===== config.mk =====
export PLATFORM = sky130hd
export DESIGN_NAME = mux_out_deglitch
export DESIGN_NICKNAME = d
export VERILOG_FILES = /design/src/rtl/mux_out_deglitch.sv
export SDC_FILE = /design/constraint.sdc
export NUM_CORES = 1
export LEC_CHECK = 0
export BUFFER_PORTS_ARGS = -buffer_cell sky130_fd_sc_hd__buf_2
export CAP_MARGIN = 10
export CORE_MARGIN = 1.5
export CORE_UTILIZATION = 54
export DETAILED_ROUTE_END_ITERATION = 8
export PLACE_DENSITY = 0.86
export SLEW_MARGIN = 20
export SYNTH_ARGS = -nofsm -noshare
export SYNTH_HDL_FRONTEND = slang
export SYNTH_SLANG_ARGS = --single-unit

===== constraint.sdc =====
create_clock -name clk -period 5.8 [get_ports clk]
set_input_delay 1.74 -clock clk [delete_from_list [all_inputs] [get_ports clk]]
set_output_delay 1.74 -clock clk [all_outputs]
set_load 0.03 [all_outputs]

===== src/rtl/mux_out_deglitch.sv =====
// Two-flop synchronizer plus stability filter for the raw mux output; filt_out commits STABLE_CYCLES+1 edges after the first edge that samples a new level.
// No backpressure: strobes are single-cycle, and glitch_cnt saturates instead of wrapping.
module mux_out_deglitch #(
  parameter int STABLE_CYCLES = 4,
  parameter int CNT_W         = 8
) (
  input  logic             clk,
  input  logic             rst,
  input  logic             mux_out,
  input  logic             clear_cnt,
  output logic             filt_out,
  output logic             rise,
  output logic             fall,
  output logic             glitch,
  output logic [CNT_W-1:0] glitch_cnt
);

  typedef enum logic {
    ST_STABLE = 1'b0,
    ST_CHECK  = 1'b1
  } state_t;

  localparam logic [7:0]       STABLE_LIM = 8'(STABLE_CYCLES);
  localparam logic [CNT_W-1:0] CNT_MAX    = '1;

  state_t     state_q, state_d;
  logic       sync0, sync1;
  logic [7:0] run_cnt, run_cnt_d;
  logic       commit, reject;

  always_comb begin
    state_d   = state_q;
    run_cnt_d = run_cnt;
    commit    = 1'b0;
    reject    = 1'b0;
    case (state_q)
      ST_STABLE: begin
        if (sync1 != filt_out) begin
          if (STABLE_LIM == 8'd1) begin
            commit = 1'b1;
          end else begin
            run_cnt_d = 8'd1;
            state_d   = ST_CHECK;
          end
        end
      end
      ST_CHECK: begin
        // A reversion on the would-be commit edge is still a glitch.
        if (sync1 == filt_out) begin
          reject    = 1'b1;
          run_cnt_d = 8'd0;
          state_d   = ST_STABLE;
        end else if (run_cnt + 8'd1 == STABLE_LIM) begin
          commit  = 1'b1;
          state_d = ST_STABLE;
        end else begin
          run_cnt_d = run_cnt + 8'd1;
        end
      end
      default: state_d = ST_STABLE;
    endcase
    if (commit) begin
      run_cnt_d = 8'd0;
    end
  end

  always_ff @(posedge clk or posedge rst) begin
    if (rst) begin
      sync0      <= 1'b0;
      sync1      <= 1'b0;
      state_q    <= ST_STABLE;
      run_cnt    <= 8'd0;
      filt_out   <= 1'b0;
      rise       <= 1'b0;
      fall       <= 1'b0;
      glitch     <= 1'b0;
      glitch_cnt <= '0;
    end else begin
      sync0   <= mux_out;
      sync1   <= sync0;
      state_q <= state_d;
      run_cnt <= run_cnt_d;
      rise    <= commit & sync1;
      fall    <= commit & ~sync1;
      glitch  <= reject;
      if (commit) begin
        filt_out <= sync1;
      end
      if (clear_cnt) begin
        glitch_cnt <= '0;
      end else if (reject && (glitch_cnt != CNT_MAX)) begin
        glitch_cnt <= glitch_cnt + 1'b1;
      end
    end
  end

endmodule


==> results of run 1 <==
kinds of logic (layout without fill, tap and decap cells):
kind of cell	count (synthesis)	in the layout	synth area share (%)
buffers and inverters	3	20	1.12
and+or+nand+nor	40	40	20.6
adders and majority gates	3	3	3.35
AOI/OAI and AO/OA	24	24	14.3
xor gates and xnor gates	9	9	7.03
muxes	2	2	2.23
DFF	23	23	51.3
synth_stat cells (all sizes together), types with 2 or more instances:
master	number	area, um^2
dfrtp	23	576
nor2	8	30.0
nand2	7	28.8
nand3	6	30.0
o21ai	6	30.0
xnor2	5	43.8
a21oi	4	20.0
xor2	4	35.0
and3	3	21.3
ha	3	37.5
nand2b	3	18.8
or3	3	18.8
a22o	2	17.5
buf	2	8.75
nor3	2	10.0
o211ai	2	15.0
o22ai	2	12.5
area by class of cell:
| cell class | instances | area, um^2 | share of cell area (%) |
|---|---|---|---|
| sequential | 23 | 576 | 46.1 |
| clock buffer | 4 | 26.3 | 2.11 |
| multi-input combinational | 78 | 533 | 42.7 |
| tap | 27 | 33.8 | 2.71 |
| timing repair buffer | 15 | 75.1 | 6.02 |
| inverter | 1 | 3.75 | 0.301 |
how the worst min path moves through the flow:
| stage | from | to | slack [ps] | cells past startpoint |
|---|---|---|---|---|
| after CTS | sync0 | sync1 | 360 | 0 |
| final | sync0 | sync1 | 360 | 0 |
| after detailed placement | sync0 | sync1 | 340 | 0 |
| after global routing | sync0 | sync1 | 370 | 0 |
| after global placement | sync0 | sync1 | 330 | 0 |
| after floorplan | sync0 | sync1 | 330 | 0 |
sequential cells by signal, summed over array words and instances (netlist names):
name and cells:
glitch_cnt 8, rise 1, state_q 1, run_cnt 8
sync0 1, filt_out 1, fall 1, sync1 1
glitch 1
metrics by stage:
stage               util [%]  total power [W]  instance area (um^2)
floorplan                  -         0.000322                  1120
global placement        62.2         0.000350                  1220
detailed placement      62.2         0.000358                  1220
CTS                     63.6         0.000430                  1250
global route            63.6         0.000454                  1250
finish                  63.6         0.000426                  1250
worst register-to-register path: stages (launching register included):
cell and delay [ps]:
dfrtp_1 460, ha_1 250, and3_2 200, a311o_1 380, nor4_4 340, nand2_2 100, mux2_4 300
report_power, final:
group	total (W)	leakage, nW	internal (W)	switching (W)
registers	0.000216	0.309	0.000183	0.0000329
clock network	0.0000725	0.0150	0.0000268	0.0000456
logic	0.000138	0.254	0.0000529	0.0000850
total	0.000426	0.578	0.000262	0.000164
per-layer routing:
layer | up-vias | part of all wire [%] | wire, um | track usage (%)
li1 | 411 | - | - | -
met1 | 418 | 43 | 865 | 24.7
met2 | 18 | 52 | 1060 | 32.9
met3 | 4 | 3.0 | 61 | 4.32
met4 | 0 | 2.2 | 45 | 11.9
met5 | - | 0 | 0 | 0
==> results.py, run 1 <==
metrics = {
    "run_status": {
        "status": "finished clean",
    },
    "synth": {
        "synth_nets": 111,
        "ys_seq_area_share_pct": 51.3,
        "yosysWarnings": 0,
        "ys_types": 39,
        "ys_seq_elements": 23,
        "synthCells": 104,
        "synth_edf_count": 0,
        "syn_area_per_cell_um2": 10.8,
        "synthFlopType": "dfrtp_1",
        "syn-cell-area_um2": 1120,
        "async_reset_ff_share_pct": 100,
    },
    "die": {
        "io_pins": 16,
        "placementRows": 16,
        "die_y_um": 48.6,
        "initial_core_util_pct": 57.1,
        "fp.dieW_um": 48.6,
        "core_um2": 1960,
        "dieArea_um2": 2360,
    },
    "setup_path": {
        "reg2regPathDepth": 6,
        "reg2reg_from": "run_cnt[0]",
        "reg2reg_setup_slack_ps": 3650,
        "max_stage_delay_ps": 470,
        "crit_end": "glitch_cnt[2]",
        "crit_arrival_ps": 1020,
        "cp-end-kind": "primary output",
        "worstPathCellList": "buf_2",
        "worstPathMaxFanout": 6,
        "critical_path_depth": 1,
        "worst_setup_path_start_kind": "flop",
        "cp_num_buf_inv": 1,
        "cpMaxStageDelayCell": "dfrtp_1",
        "path_class": "flop to primary output",
        "crit_path_start": "glitch_cnt[2]",
        "r2r-end": "filt_out",
        "required_ps": 4060,
        "cpLargestDelayFamily": "flip-flops",
    },
    "timing": {
        "fin_skew_ps": 11.0,
        "fin_crit_ps": 2760,
        "slew_headroom_pct": 44.6,
        "timing.final.crit_share_pct": 47.6,
        "fmax_mhz": 362,
        "hold_slack_ps": 361,
        "drv_slew": 0,
        "setup_viol": 0,
        "hold_viol_final": 0,
        "worst_slack_ps": 3040,
        "rsz0062_at_grt": "no",
        "timing.setup.tns_ps": 0,
        "tightest_slew_ps": 830,
    },
    "global_routing": {
        "overflow": 0,
        "grt_pass1_vias": 819,
        "grt_max_degree": 24,
        "grt_pass1_wl_um": 3630,
        "grtUsageTotal_pct": 20.2,
        "antenna_found_initial": 0,
    },
    "placement": {
        "gp_congestion": 0.834,
        "hpwl_um": 1460,
        "io_buffers": 15,
        "place_worst_setup_slack_ps": 3290,
        "dp_cells": 144,
    },
    "cts": {
        "cts.htree.levels": 1,
        "cts_setup_buffers": 0,
        "clock_sink_count": 23,
        "path_clk_slew_ps": 120,
        "cts-resized-gates": 0,
        "insertion_delay_ps": 310,
        "root_buffer": "clkbuf_4",
        "cts_buffers": 3,
        "cts_tree": "yes",
        "cts_hold_buf": 0,
        "clk_path_buf_depth": 2,
    },
    "power_and_ir_drop": {
        "p_per_area_nw_per_um2": 341,
        "ir_worst_vdd_uv": 210,
        "p_leak_nw": 0.578,
    },
    "routing": {
        "avgRoutedWirePerCell_um": 13.7,
        "vias": 851,
        "drt_first_pass_iters": 4,
        "drc": 0,
        "ant_nets": 0,
        "routed_wl_um": 2030,
        "drt_iter0_drc": 16,
        "via_per_inst": 5.75,
    },
    "layout": {
        "final_cell_mix": "dfrtp_1, buf_2, nor2_1",
        "final_cells": 148,
        "layout_commonest_cell": "dfrtp_1",
        "fill_cells": 188,
        "drive_gt1_share_pct": 19.8,
        "area_delta_synth_final_pct": 11.3,
        "final_nets": 129,
        "num_antenna_cells": 0,
    },
    "run": {
        "cap_violations": 0,
    },
    "worst_hold_path": {
        "min_path_type": "flop to flop",
    },
}
(Power assumes the default switching activity.)
==> run 2, diff against run 1 <==
--- a/config.mk
+++ b/config.mk
@@ -5,12 +5,13 @@
 export SDC_FILE = /design/constraint.sdc
 export NUM_CORES = 1
 export LEC_CHECK = 0
+export ABC_AREA = 1
 export BUFFER_PORTS_ARGS = -buffer_cell sky130_fd_sc_hd__buf_2
 export CAP_MARGIN = 10
 export CORE_MARGIN = 1.5
 export CORE_UTILIZATION = 54
 export DETAILED_ROUTE_END_ITERATION = 8
-export PLACE_DENSITY = 0.86
+export PLACE_DENSITY = 0.85
 export SLEW_MARGIN = 20
 export SYNTH_ARGS = -nofsm -noshare
 export SYNTH_HDL_FRONTEND = slang
==> constraint.sdc (replaced) <==
create_clock -name clk -period 2.77 [get_ports clk]
set_input_delay 0.831 -clock clk [delete_from_list [all_inputs] [get_ports clk]]
set_output_delay 0.831 -clock clk [all_outputs]
set_load 0.03 [all_outputs]
==> results.py, run 2 <==
metrics = {
    "setup_path": {
        "worstPathCellList": "buf_2",
        "max_stage_delay_ps": 450,
        "crit_path_start": "glitch_cnt[7]",
        "crit_arrival_ps": 990,
        "cpMaxStageDelayCell": "dfrtp_1",
        "reg2reg_from": "run_cnt[0]",
        "worstPathMaxFanout": 5,
        "cp_num_buf_inv": 1,
        "cpLargestDelayFamily": "flip-flops",
        "required_ps": 1940,
        "cp-end-kind": "primary output",
        "worst_setup_path_start_kind": "flop",
        "path_class": "flop to primary output",
    },
    "routing": {
        "avgRoutedWirePerCell_um": 11.8,
        "vias": 1105,
        "via_per_inst": 5.24,
        "drt_first_pass_iters": 4,
        "routed_wl_um": 2500,
        "drt_iter0_drc": 15,
        "drc": 0,
        "ant_nets": 0,
    },
    "die": {
        "placementRows": 17,
        "fp.dieW_um": 51.9,
        "io_pins": 16,
        "core_um2": 2230,
        "dieArea_um2": 2700,
        "initial_core_util_pct": 57.9,
        "die_y_um": 51.9,
    },
    "synth": {
        "synth_commonest_cells": "nand2_1, inv_1, dfrtp_1",
        "yosysWarnings": 0,
        "ys_types": 24,
        "syn_area_per_cell_um2": 7.83,
        "synth.area.top_cells": "dfrtp_1, nand2_1, inv_1",
        "synth_edf_count": 0,
        "yosysTopAreaCell": "dfrtp_1",
        "ys_seq_area_share_pct": 44.5,
        "synth_nets": 172,
        "synthCells": 165,
        "synth_top_area_share_pct": 44.5,
        "synthMostInstantiatedCell": "nand2_1",
        "async_reset_ff_share_pct": 100,
        "syn-cell-area_um2": 1290,
        "synthFlopType": "dfrtp_1",
        "ys_seq_elements": 23,
    },
    "power_and_ir_drop": {
        "p_sw_w": 0.000383,
        "p_leak_nw": 0.749,
        "clkPwrFrac_pct": 16.3,
        "swShare_pct": 41.5,
        "combPwrFrac_pct": 34.7,
        "p_int_w": 0.000539,
        "ir_worst_vdd_uv": 482,
        "seq_power_share_pct": 49.1,
        "p_per_area_nw_per_um2": 648,
    },
    "layout": {
        "fill_cells": 207,
        "layout_commonest_cell": "nand2_1",
        "num_antenna_cells": 0,
        "final_cells": 211,
        "final_cell_mix": "nand2_1, inv_1, dfrtp_1, nand3_1, buf_2",
        "area_delta_synth_final_pct": 10.1,
        "final_nets": 191,
        "drive_gt1_share_pct": 23.5,
        "reg_top3": "glitch_cnt: 8 flops, run_cnt: 8 flops",
    },
    "worst_hold_path": {
        "hp-start": "sync0",
        "min_path_type": "flop to flop",
    },
    "global_routing": {
        "grt_pass1_vias": 1037,
        "antenna_found_initial": 0,
        "overflow": 0,
        "grt_pass1_wl_um": 4260,
        "grt_max_degree": 24,
        "grtUsageTotal_pct": 21.5,
    },
    "cts": {
        "insertion_delay_ps": 310,
        "cts.htree.levels": 1,
        "cts-resized-gates": 0,
        "root_buffer": "clkbuf_4",
        "cts_setup_buffers": 0,
        "cts_buffers": 3,
        "clock_sink_count": 23,
        "path_clk_slew_ps": 130,
        "clk_path_buf_depth": 2,
        "cts_tree": "yes",
        "cts_hold_buf": 0,
    },
    "timing": {
        "setup_viol": 0,
        "fmax_mhz": 549,
        "tightest_slew_ps": 841,
        "timing.setup.tns_ps": 0,
        "slew_headroom_pct": 43.9,
        "hold_viol_final": 0,
        "fin_skew_ps": 13.0,
        "timing.final.crit_share_pct": 65.7,
        "fin_crit_ps": 1820,
        "rsz0062_at_grt": "no",
        "drv_slew": 0,
    },
    "placement": {
        "hpwl_um": 1920,
        "io_buffers": 15,
        "dp_cells": 207,
        "gp_congestion": 0.777,
    },
    "run_status": {
        "status": "finished clean",
    },
    "run": {
        "cap_violations": 0,
    },
}
## run 2: cell types whose count changed in the layout (fill, tap and decap cells not counted), moves of 4 or more
cell and delta:
o21ai_1 +7, o21ai_0 -6, nand2_2 +7, nor2_2 +5, nand2_1 +38, inv_1 +23, nand3_1 +11, xnor2_1 -5
inv_2 +4
## run 2: final cells by class
class / count / area (um^2) / area share [%]
flip-flops and latches: 23 / 576 / 40.5
multi-input cells: 112 / 599 / 42.1
clock inverters: 1 / 5.00 / 0.352
repair buffers: 15 / 75.1 / 5.28
inverters: 29 / 110 / 7.74
well taps: 28 / 35.0 / 2.46
clock buffers: 3 / 22.5 / 1.58
## run 2: logic make-up (layout without fill, tap and decap cells)
| kind of cell | count (synthesis) | count (layout) | synth area share [%] |
|---|---|---|---|
| AND/OR/NAND/NOR | 90 | 90 | 34.2 |
| buffers and inverters | 30 | 48 | 9.10 |
| flip-flops | 23 | 23 | 44.5 |
| AO/OA/AOI/OAI | 16 | 16 | 6.68 |
| adder cells (fa/ha/maj) | 3 | 3 | 2.90 |
| XOR/XNOR | 3 | 3 | 2.61 |
## run 2: path summary, 6_finish.rpt
check	to	slack, ps	cells after the start
max	glitch_cnt[7]	950	1
min	sync1	380	0
max reg2reg	filt_out	1170	9
min reg2reg	sync1	380	0
max in group asynchronous	rise	1570	2
min in group asynchronous	glitch_cnt[6]	670	2
## run 2: metrics by stage
stage | instance area [um^2] | total power, W | setup WS (ps) | hold WS (ps) | utilization (%)
after floorplan | 1290 | 0.000705 | 1160 | 331 | -
after global placement | 1400 | 0.000767 | 1230 | 334 | 62.5
after detailed placement | 1400 | 0.000779 | 1170 | 358 | 62.5
after CTS | 1420 | 0.000929 | 952 | 384 | 63.7
after global routing | 1420 | 0.000993 | 887 | 390 | 63.7
final | 1420 | 0.000922 | 950 | 378 | 63.7
## run 2: routing by layer
| layer | vias up | global-route usage [%] | wire length [um] |
|---|---|---|---|
| met5 | - | 0 | 0 |
| met3 | 10 | 4.31 | 103 |
| met4 | 0 | 10.5 | 50 |
| met2 | 30 | 36.1 | 1190 |
| li1 | 554 | - | - |
| met1 | 511 | 26.2 | 1150 |
## run 2: power by group through the flow
stage	sequential, W	clock (W)	combinational [W]
6_report	0.000452	0.000150	0.000320
5_1_grt	0.000464	0.000171	0.000358
4_1_cts	0.000452	0.000155	0.000322
3_5_place_dp	0.000457	0	0.000321
3_3_place_gp	0.000454	0	0.000313
2_1_floorplan	0.000489	0	0.000216
==> run 3, diff against run 2 <==
--- a/config.mk
+++ b/config.mk
@@ -5,13 +5,13 @@
 export SDC_FILE = /design/constraint.sdc
 export NUM_CORES = 1
 export LEC_CHECK = 0
-export ABC_AREA = 1
+export ABC_AREA = 0
 export BUFFER_PORTS_ARGS = -buffer_cell sky130_fd_sc_hd__buf_2
 export CAP_MARGIN = 10
 export CORE_MARGIN = 1.5
-export CORE_UTILIZATION = 54
+export CORE_UTILIZATION = 49
 export DETAILED_ROUTE_END_ITERATION = 8
-export PLACE_DENSITY = 0.85
+export PLACE_DENSITY = 0.83
 export SLEW_MARGIN = 20
 export SYNTH_ARGS = -nofsm -noshare
 export SYNTH_HDL_FRONTEND = slang
==> constraint.sdc (replaced) <==
create_clock -name clk -period 1.6 [get_ports clk]
set_input_delay 0.48 -clock clk [delete_from_list [all_inputs] [get_ports clk]]
set_output_delay 0.48 -clock clk [all_outputs]
set_load 0.03 [all_outputs]
==> results.py, run 3 (same netlist as run 1, synthesis figures left out) <==
metrics = {
    "routing": {
        "ant_nets": 0,
        "avgRoutedWirePerCell_um": 15.1,
        "vias": 1025,
        "drt_first_pass_iters": 5,
        "routed_wl_um": 2770,
        "drc": 0,
        "drt_iter0_drc": 10,
        "via_per_inst": 5.60,
    },
    "layout": {
        "reg_top3": "glitch_cnt: 8 flops, run_cnt: 8 flops",
        "fill_cells": 149,
        "design_area_um2": 1590,
        "num_antenna_cells": 0,
        "final_nets": 163,
        "final_cell_mix": "buf_4, dfrtp_1, buf_2, nor2_1, nand2_1",
        "layout_commonest_cell": "buf_4",
        "drive_gt1_share_pct": 49.0,
        "final_cells": 183,
        "area_delta_synth_final_pct": 41.5,
    },
    "cts": {
        "cts_hold_buf": 0,
        "path_clk_slew_ps": 120,
        "insertion_delay_ps": 300,
        "clock_sink_count": 23,
        "clk_path_buf_depth": 2,
        "root_buffer": "clkbuf_4",
        "cts_tree": "yes",
        "cts.htree.levels": 1,
        "cts_buffers": 3,
    },
    "setup_path": {
        "max_stage_delay_ps": 410,
        "cpLargestDelayFamily": "simple AND/OR/NAND/NOR gates",
        "worst_setup_path_start_kind": "flop",
        "cp-end-kind": "flop",
        "cpMaxStageDelayCell": "dfrtp_1",
        "cp_num_buf_inv": 1,
        "crit_path_start": "run_cnt[1]",
        "crit_arrival_ps": 2070,
        "worstPathMaxFanout": 4,
        "worstPathCellList": "ha_2 -> and3_4 -> a311o_1 -> nor4_4 -> buf_4 -> nor2_1 -> a22o_1",
        "reg2reg_from": "run_cnt[1]",
        "path_class": "flop to flop",
        "required_ps": 1800,
    },
    "timing": {
        "hold_viol_final": 0,
        "tightest_slew_ps": 514,
        "fmax_mhz": 537,
        "worst_slack_ps": -261,
        "timing.setup.tns_ps": -1580,
        "rsz0062_at_grt": "yes",
        "setup_viol": 11,
        "slew_headroom_pct": 65.6,
        "fin_crit_ps": 1860,
        "drv_slew": 0,
        "fin_skew_ps": 2.02,
        "timing.final.crit_share_pct": 116,
        "hold_slack_ps": 118,
    },
    "worst_hold_path": {
        "min_path_type": "input pin to asynchronous set/reset pin",
    },
    "power_and_ir_drop": {
        "combPwrFrac_pct": 46.2,
        "p_per_area_nw_per_um2": 1180,
        "p_leak_nw": 0.751,
        "p_int_w": 0.00115,
        "p_sw_w": 0.000716,
        "seq_power_share_pct": 39.6,
        "ir_worst_vdd_uv": 1050,
        "clkPwrFrac_pct": 14.1,
        "swShare_pct": 38.4,
    },
    "global_routing": {
        "grt_max_degree": 15,
        "grt_pass1_vias": 997,
        "overflow": 0,
        "antenna_found_initial": 0,
        "grt_pass1_wl_um": 4450,
        "grtUsageTotal_pct": 22.9,
    },
    "placement": {
        "postPlaceCellArea_um2": 1400,
        "hpwl_um": 1860,
        "dp_cells": 166,
        "io_buffers": 15,
        "gp_congestion": 0.853,
    },
    "die": {
        "placementRows": 17,
        "core_um2": 2190,
        "fp.dieW_um": 50.8,
        "die_y_um": 50.8,
        "io_pins": 16,
        "dieArea_um2": 2580,
        "initial_core_util_pct": 51.2,
    },
    "run_status": {
        "violations": "setup timing",
        "status": "finished with violations",
    },
    "run": {
        "cap_violations": 0,
    },
}
-- run 3: cell count changes in the layout (fill, tap and decap cells not counted), sizes merged, moves of 4 or more --
cell | previous run | this run
buf | 15 | 49
inv | 28 | 1
nand2 | 52 | 7
nand3 | 19 | 6
nor2 | 13 | 8
xnor2 | 1 | 5
-- run 3: layout make-up --
type | count | area [um^2] | share of cell area, %
repair buffers | 49 | 334 | 21.1
clock buffers | 3 | 22.5 | 1.42
flip-flops and latches | 23 | 581 | 36.6
multi-input cells | 78 | 606 | 38.2
well taps | 28 | 35.0 | 2.21
inverters | 1 | 3.75 | 0.237
clock inverters | 1 | 5.00 | 0.315
-- run 3: path summary, 6_finish.rpt --
path / to / slack, ps / cells past startpoint
worst max-delay path: run_cnt[1] / -260 / 7
worst min-delay path: glitch_cnt[3] / 120 / 2
worst max register to register: run_cnt[1] / -260 / 7
worst min register to register: sync1 / 380 / 0
max in group asynchronous: filt_out / 960 / 3
min in group clk: sync0 / 270 / 1
-- run 3: timing repair --
action	in CTS	in global routing
endpoints found under the setup margin	11	17
pin swaps	4	9
resized for setup	2	14
setup buffers	5	8
-- run 3: power by group through the flow --
stage / clock network [W] / registers, W / logic (W)
floorplan: 0 / 0.000838 / 0.000347
global placement: 0 / 0.000730 / 0.000691
detailed placement: 0 / 0.000732 / 0.000721
CTS: 0.000272 / 0.000721 / 0.000764
global route: 0.000295 / 0.000750 / 0.000928
finish: 0.000264 / 0.000739 / 0.000862
-- run 3: metal layers --
metal	vias up	share of wire [%]	global-route usage, %
met4	0	1.9	8.11
li1	479	-	-
met5	-	0	0
met2	25	57	41.9
met1	514	39	28.0
met3	7	2.3	2.63
-- run 3: metrics by stage --
stage | setup slack, ps | util [%] | power [W]
after global placement | -176 | 64.0 | 0.00142
after floorplan | -257 | - | 0.00118
final | -261 | 72.4 | 0.00187
after global routing | -318 | 72.4 | 0.00197
after CTS | -241 | 67.3 | 0.00176
after detailed placement | -222 | 64.0 | 0.00145
